**config.mk**
```make
export PLATFORM = sky130hd
export DESIGN_NAME = fetch_unit
export DESIGN_NICKNAME = d
export VERILOG_FILES = /design/src/rtl/fetch_unit_pkg.sv /design/src/rtl/fetch_unit.sv
export SDC_FILE = /design/constraint.sdc
export NUM_CORES = 1
export LEC_CHECK = 0
export ABC_AREA = 1
export BUFFER_PORTS_ARGS = -buffer_cell sky130_fd_sc_hd__buf_2
export CAP_MARGIN = 20
export CORE_UTILIZATION = 54
export DETAILED_ROUTE_END_ITERATION = 10
export PLACE_DENSITY = 0.91
export SYNTH_ARGS = -nofsm -noshare
export SYNTH_HDL_FRONTEND = slang
export SYNTH_SLANG_ARGS = --single-unit
```
**constraint.sdc**
```tcl
create_clock -name clock -period 4.4 [get_ports clock]
set_input_delay 0.44 -clock clock [delete_from_list [all_inputs] [get_ports clock]]
set_output_delay 0.44 -clock clock [all_outputs]
set_load 0.1 [all_outputs]
```
**src/rtl/fetch_unit_pkg.sv**
```systemverilog
// fetch_unit_pkg: shared fetch-stage constants, opcode field and FSM encoding
package fetch_unit_pkg;
  localparam int DEF_PC_WIDTH = 26;
  localparam int DEF_INSTR_WIDTH = 32;
  localparam int DEF_BIOS_SIZE = 65;
  localparam int OPC_HI = 31;
  localparam int OPC_LO = 26;
  localparam logic [5:0] OPC_HALT = 6'b111111;
  typedef enum logic [1:0] {BIOS, MEM_REQ, HALT} state_t;
  function automatic logic is_halt(input logic [5:0] opc);
    return opc == OPC_HALT;
  endfunction
endpackage

```
**src/rtl/fetch_unit.sv**
```systemverilog
// fetch_unit: fetch stage with BIOS boot, halt/resume, req/ack main memory and redirect flush
module fetch_unit
  import fetch_unit_pkg::*;
#(
  parameter int PC_WIDTH = DEF_PC_WIDTH,
  parameter int INSTR_WIDTH = DEF_INSTR_WIDTH,
  parameter int BIOS_SIZE = DEF_BIOS_SIZE
) (
  input  logic                   clock,
  input  logic                   reset,
  output logic [PC_WIDTH-1:0]    bios_pc,
  input  logic [INSTR_WIDTH-1:0] bios_instr,
  output logic                   imem_req,
  output logic [PC_WIDTH-1:0]    imem_addr,
  input  logic [INSTR_WIDTH-1:0] imem_rdata,
  input  logic                   imem_ack,
  input  logic                   stall,
  input  logic                   redirect,
  input  logic [PC_WIDTH-1:0]    redirect_pc,
  input  logic                   resume,
  output logic [INSTR_WIDTH-1:0] instrucao,
  output logic [PC_WIDTH-1:0]    instr_pc,
  output logic                   instr_valid,
  output logic                   in_bios,
  output logic                   halted,
  output logic                   bios_fault
);
  localparam logic [PC_WIDTH-1:0] BIOS_END = PC_WIDTH'(BIOS_SIZE);
  state_t st, st_n;
  logic [PC_WIDTH-1:0] pc, pc_n, addr_n, ld_pc;
  logic [INSTR_WIDTH-1:0] ld_data;
  logic slot, done, bios_ld, mem_ld, ld, req_n, in_bios_n, fault_n, discard, discard_n;
  assign slot = (~instr_valid | ~stall) & ~redirect;
  assign done = imem_req & imem_ack;
  assign bios_ld = (st == BIOS) & slot & (pc < BIOS_END);
  assign mem_ld = (st == MEM_REQ) & done & ~discard & slot;
  assign ld = bios_ld | mem_ld;
  assign ld_data = (st == BIOS) ? bios_instr : imem_rdata;
  assign ld_pc = (st == BIOS) ? pc : imem_addr;
  assign bios_pc = pc;
  assign halted = st == HALT;
  always_comb begin
    st_n = st;
    pc_n = pc;
    req_n = imem_req;
    addr_n = imem_addr;
    in_bios_n = in_bios;
    fault_n = bios_fault;
    discard_n = discard;
    if (ld) begin
      pc_n = pc + PC_WIDTH'(1);
      st_n = is_halt(ld_data[OPC_HI:OPC_LO]) ? HALT : st;
    end
    if (done) begin
      req_n = 1'b0;
      discard_n = 1'b0;
    end
    if (redirect) begin
      pc_n = redirect_pc;
      discard_n = imem_req & ~imem_ack;
      st_n = (st == HALT) ? (in_bios ? BIOS : MEM_REQ) : st;
    end else if (st == HALT && resume) begin
      st_n = MEM_REQ;
      in_bios_n = 1'b0;
      pc_n = in_bios ? '0 : pc;
    end else if (st == BIOS && slot && pc >= BIOS_END) begin
      fault_n = 1'b1;
      st_n = HALT;
    end else if (st == MEM_REQ && !imem_req && slot) begin
      req_n = 1'b1;
      addr_n = pc;
    end
  end
  always_ff @(posedge clock) begin
    if (reset) begin
      st <= BIOS;
      pc <= '0;
      in_bios <= 1'b1;
      instrucao <= '0;
      instr_pc <= '0;
      instr_valid <= 1'b0;
      imem_req <= 1'b0;
      imem_addr <= '0;
      bios_fault <= 1'b0;
      discard <= 1'b0;
    end else begin
      st <= st_n;
      pc <= pc_n;
      in_bios <= in_bios_n;
      if (ld) begin
        instrucao <= ld_data;
        instr_pc <= ld_pc;
      end
      instr_valid <= ld | (instr_valid & stall & ~redirect);
      imem_req <= req_n;
      imem_addr <= addr_n;
      bios_fault <= fault_n;
      discard <= discard_n;
    end
  end
endmodule

```
Word-level counts from Yosys, hierarchy flattened
Index checks and enable logic that the tools add are counted.

Bits in registers: 117. Input port bits: 96.

Mux-type cells: 20. Reduce and logical (&&, ||, !) cells: 16. Eq/ne operators: 5. $lt $le $gt $ge: 2. Bitwise gates (word level): 20. $add $sub $neg: 1.

Operators with widths (number): $mux 26 (5); $mux 32 (1); $add 26x1->26 const B (1); $ge 26x7->1 const B (1); $lt 26x7->1 const B (1); $mux 2 (6); $and 1x1->1 (10); $mux 1 (8); $reduce_bool 4->1 (2); $not 1->1 (7); $eq 6x6->1 const B (1); $reduce_and 3->1 (2); $logic_and 1x1->1 (5); $reduce_and 2->1 (2); $reduce_and 4->1 (1); $ne 3x3->1 const B (1); $or 1x1->1 (3); $reduce_bool 3->1 (1); $eq 2x1->1 const B (1); $eq 2x2->1 const B (1); $logic_not 2->1 (1); $ne 2x1->1 const B (1); $reduce_bool 2->1 (1); $logic_not 1->1 (1).

Logic depth before layout (Yosys ltp)
Depth after elaboration: 10. Gate-level depth with buffers: 14. Gate-level depth less buffers: 13.

Worst setup path before layout
No wires, ideal clock.

Path type: register -> register. Start: register pc[0] (netlist: bios_pc[0]). End: register pc[22] (netlist: bios_pc[22]). Stages on the path, launching flop included: 12. Setup slack: 1753 ps. Path buffers: 0. Arrival: 2533 ps. Setup time: 114 ps. Cell sequence: dfxtp_1 ha_1 nand2_1 nor2_1 nand2_1 nor2_1 nand2_1 nor2_4 nand3b_1 or2_0 a21oi_1 nor2_1.

Longest elaborated chain between the ends: 5. Elaborated cells between the ends (all ways): 9. Those cells by class: add/sub: 1; order compare: 1; mux: 3; bitwise: 2; reduce/logical: 2.

Ends and longest elaborated chain: start: declaration (RTL line fetch_unit.sv:30) `logic [PC_WIDTH-1:0] pc, pc_n, addr_n, ld_pc;`; start signal: assignment (RTL line fetch_unit.sv:88) `pc <= pc_n;`; $lt 26x7->1 (RTL line fetch_unit.sv:35) `assign bios_ld = (st == BIOS) & slot & (pc < BIOS_END);`; $and 1x1->1 (RTL line fetch_unit.sv:35); $or 1x1->1 (RTL line fetch_unit.sv:37) `assign ld = bios_ld | mem_ld;`; $reduce_bool 3->1 (no source line); $reduce_and 2->1 (no source line).

Several ways; a longest one is shown, not always the timed one. The select of a mux whose other input is x is not followed. A chain may end at the register's enable or synchronous reset.

Worst setup path after layout
Start: register st[0]. End: register pc[10] (netlist: bios_pc[10]).

Longest elaborated chain between the ends: 7. Elaborated cells between the ends (all ways): 15. Those cells by class: eq/ne: 3; mux: 2; bitwise: 6; reduce/logical: 4.

Ends and longest elaborated chain: start: declaration (RTL line fetch_unit.sv:29) `state_t st, st_n;`; start signal: assignment (RTL line fetch_unit.sv:87) `st <= st_n;`; $eq 2x1->1 (RTL line fetch_unit.sv:36) `assign mem_ld = (st == MEM_REQ) & done & ~discard & slot;`; $and 1x1->1 (3 in series) (RTL line fetch_unit.sv:36); $or 1x1->1 (RTL line fetch_unit.sv:37); $reduce_bool 3->1 (no source line); $reduce_and 2->1 (no source line).

Several ways; a longest one is shown, not always the timed one.

==> results.yml <==
outcome:
  status: "finished, final reports clean"
clocking:
  cts_tree: "done"
  cts_root_buffer: "clkbuf_8"
  clock_path_buffers: 2
  cts-resized-gates: 0
  post_cts_buffers: 0
  cts.htree.levels: 4
  clkTransAtPathRegs_ns: 0.06
  cts_buffers: 17
  clk_latency_ns: 0.52
  postCtsHoldBufs: 0
  cts.sinks: 117
drt:
  drtAntennaViolNets: 0
  wl_per_cell_um: 16.70
  drc: 0
  finalWirelength_um: 19330
  drtIter0Drc: 1131
  vias: 6891
  vias_per_cell: 5.956
  drtPass1Iterations: 6
layout:
  area_growth_pct: 28.96
  final_area_um2: 7443
  final_common_cell: "buf_2"
  fin_cells: 1157
  nets: 1107
  antennaDiodeCount: 0
  multi_input_area_um2: 2990
  fillers: 799
  layout-drive-gt1-share_pct: 28.11
  post-route-util_pct: 72.10
  seqCellArea_um2: 2345
  final_cell_mix: "210 x buf_2, 185 x nand2_1, 161 x o21ai_0"
grt:
  grt_antenna_before_repair: 0
  grt_start_max_net_pins: 82
  grtUsageTotal_pct: 33.83
  grt_pass1_wl_um: 30060
  grt_pass1_vias: 5960
  grt_overflow: 0
place:
  dp_worst_setup_slack_ns: 1.520
  buffer_ports.inserted: 210
  hpwl_um: 12440
  dpl_cell_area_um2: 6758
  place.gp.congestion: 0.9577
  dpl.cell_count: 1124
logic_synthesis:
  syn_nets: 933
  synth_top_cell_area_share_pct: 40.58
  synth-edff-count: 0
  synth.yosys.seq_area_share_pct: 40.58
  yosysTopAreaCell: "dfxtp_1"
  syn_area_um2: 5772
  ys_seq_elements: 117
  netlist_top_cells_area: "dfxtp_1 41%, o21ai_0 14%, nand2_1 12%"
  ys.warnings.count: 0
  syn_avg_cell_area_um2: 6.921
  ys.flop_type: "dfxtp_1"
  netlist_instances: 834
  synth_cell_types: 34
  async_flop_share_pct: 0
setup_path:
  path_common_cell: "nand2_4"
  critical-path-max-stage-delay_ns: 1.05
  critical_path_arrival_ns: 3.46
  cp_top_family: "simple AND/OR/NAND/NOR gates"
  critical_path_class: "flip-flop to flip-flop"
  start_kind: "flip-flop"
  cp_cell_sequence: "inv_1, nor2_1, nand3_1, nand2_4, inv_2, nand2_4, nand2_8, inv_4, nand2_1, a21oi_2"
  crit_required_ns: 4.85
  critPathCaptureType: "flip-flop"
  path_buf_inv: 3
  crit_fanout: 65
  crit_slowest_cell: "dfxtp_2"
sta:
  tightest_slew_ns: 1.086
  fin_tns_setup_ns: 0
  fin_ws_ns: 1.387
  fin_crit_ns: 3.013
  fmax_mhz: 331.9
  fin_skew_ns: 0.01098
  slew_headroom_pct: 27.61
  fin_crit_sh_pct: 68.47
  setup_viol: 0
  hold_violations: 0
  report.final.slew_viol_count: 0
  rsz0062_at_grt: "no"
power:
  power.density_nw_per_um2: 485.4
  p_leak_nw: 3.454
  ir_drop_uv: 258.7
floorplanning:
  start_util_pct: 55.91
  core_um2: 10320
  rows: 37
  ios: 211
  die_area_um2: 11110
  die_x_um: 105.4
  die_h_um: 105.4
worst_hold_path:
  hp-class: "input pin to flip-flop"
flow_run:
  maxCapViolations: 0
[worst paths after layout]
kind	startpoint	cells after the start	endpoint	slack, ns
hold / removal	bios_instr[7]	3	instrucao[7]	0.19
setup reg to reg	st[0]	10	bios_pc[10]	1.39
setup / recovery	st[0]	10	bios_pc[10]	1.39
hold reg to reg	discard	2	discard	0.49
[state kept, by name, indices dropped and copies added (netlist names)]
signal / cells
bios_fault: 1
discard: 1
bios_pc: 26
instr_valid: 1
in_bios: 1
imem_addr: 26
imem_req: 1
instr_pc: 26
instrucao: 32
st: 2
[synthesized netlist by cell type (2+ instances only)]
| master | number |
|---|---|
| a21oi_1 | 42 |
| a21oi_2 | 9 |
| a22o_1 | 2 |
| a31oi_1 | 58 |
| a32o_1 | 3 |
| buf_1 | 2 |
| buf_2 | 18 |
| buf_6 | 3 |
| clkbuf_1 | 35 |
| dfxtp_1 | 117 |
| ha_1 | 3 |
| inv_1 | 37 |
| inv_2 | 7 |
| nand2_1 | 186 |
| nand2_2 | 12 |
| nand3_1 | 27 |
| nand3b_1 | 2 |
| nand4_1 | 10 |
| nor2_1 | 75 |
| nor2_4 | 2 |
| nor3_1 | 7 |
| o211ai_1 | 2 |
| o21ai_0 | 161 |
| or2_0 | 3 |
| or2_2 | 2 |
[through the flow]
stage	hold WS, ns	power, mW
global placement	0.4754	2.034
floorplan	0.4614	1.869
detailed placement	0.4843	2.041
global route	0.1771	3.714
CTS	0.1711	3.603
finish	0.1858	3.613
[tightest hold or removal path, stage by stage]
cell,delay (ns)
buf_2,0.10
nand2_1,0.05
a31oi_1,0.07
[where the power goes]
| group | internal, mW | leakage [nW] | switching (mW) | total (mW) |
|---|---|---|---|---|
| Sequential | 1.12 | 0.952 | 0.0995 | 1.22 |
| Combinational | 0.163 | 2.19 | 0.666 | 0.829 |
| Clock | 1.04 | 0.317 | 0.524 | 1.57 |
[logic make-up (layout without fill, tap and decap cells)]
family                     Yosys count  after routing  share of synthesized area [%]
AOI/OAI and AO/OA                  280            280                          26.75
adders and majority gates            3              3                         0.6504
buffers and inverters              105            292                          7.869
DFF                                117            117                          40.58
and+or+nand+nor                    329            329                          24.15
[layer usage]
layer	global-route usage, %	wire length [µm]
met1	44.09	7402
met2	53.95	9040
met3	7.792	2287
met4	13.68	594
met5	0	0
[layout make-up]
type                            instances  share of cell area [%]
Tap cell                              136                   2.286
Sequential cell                       117                   31.50
Timing Repair Buffer                  215                   14.79
Inverter                               45                   2.303
Clock buffer                           18                   5.614
Multi-Input combinational cell        612                   40.17
Clock inverter                         14                   3.328
No activity file was read; power rests on OpenSTA's default activity.
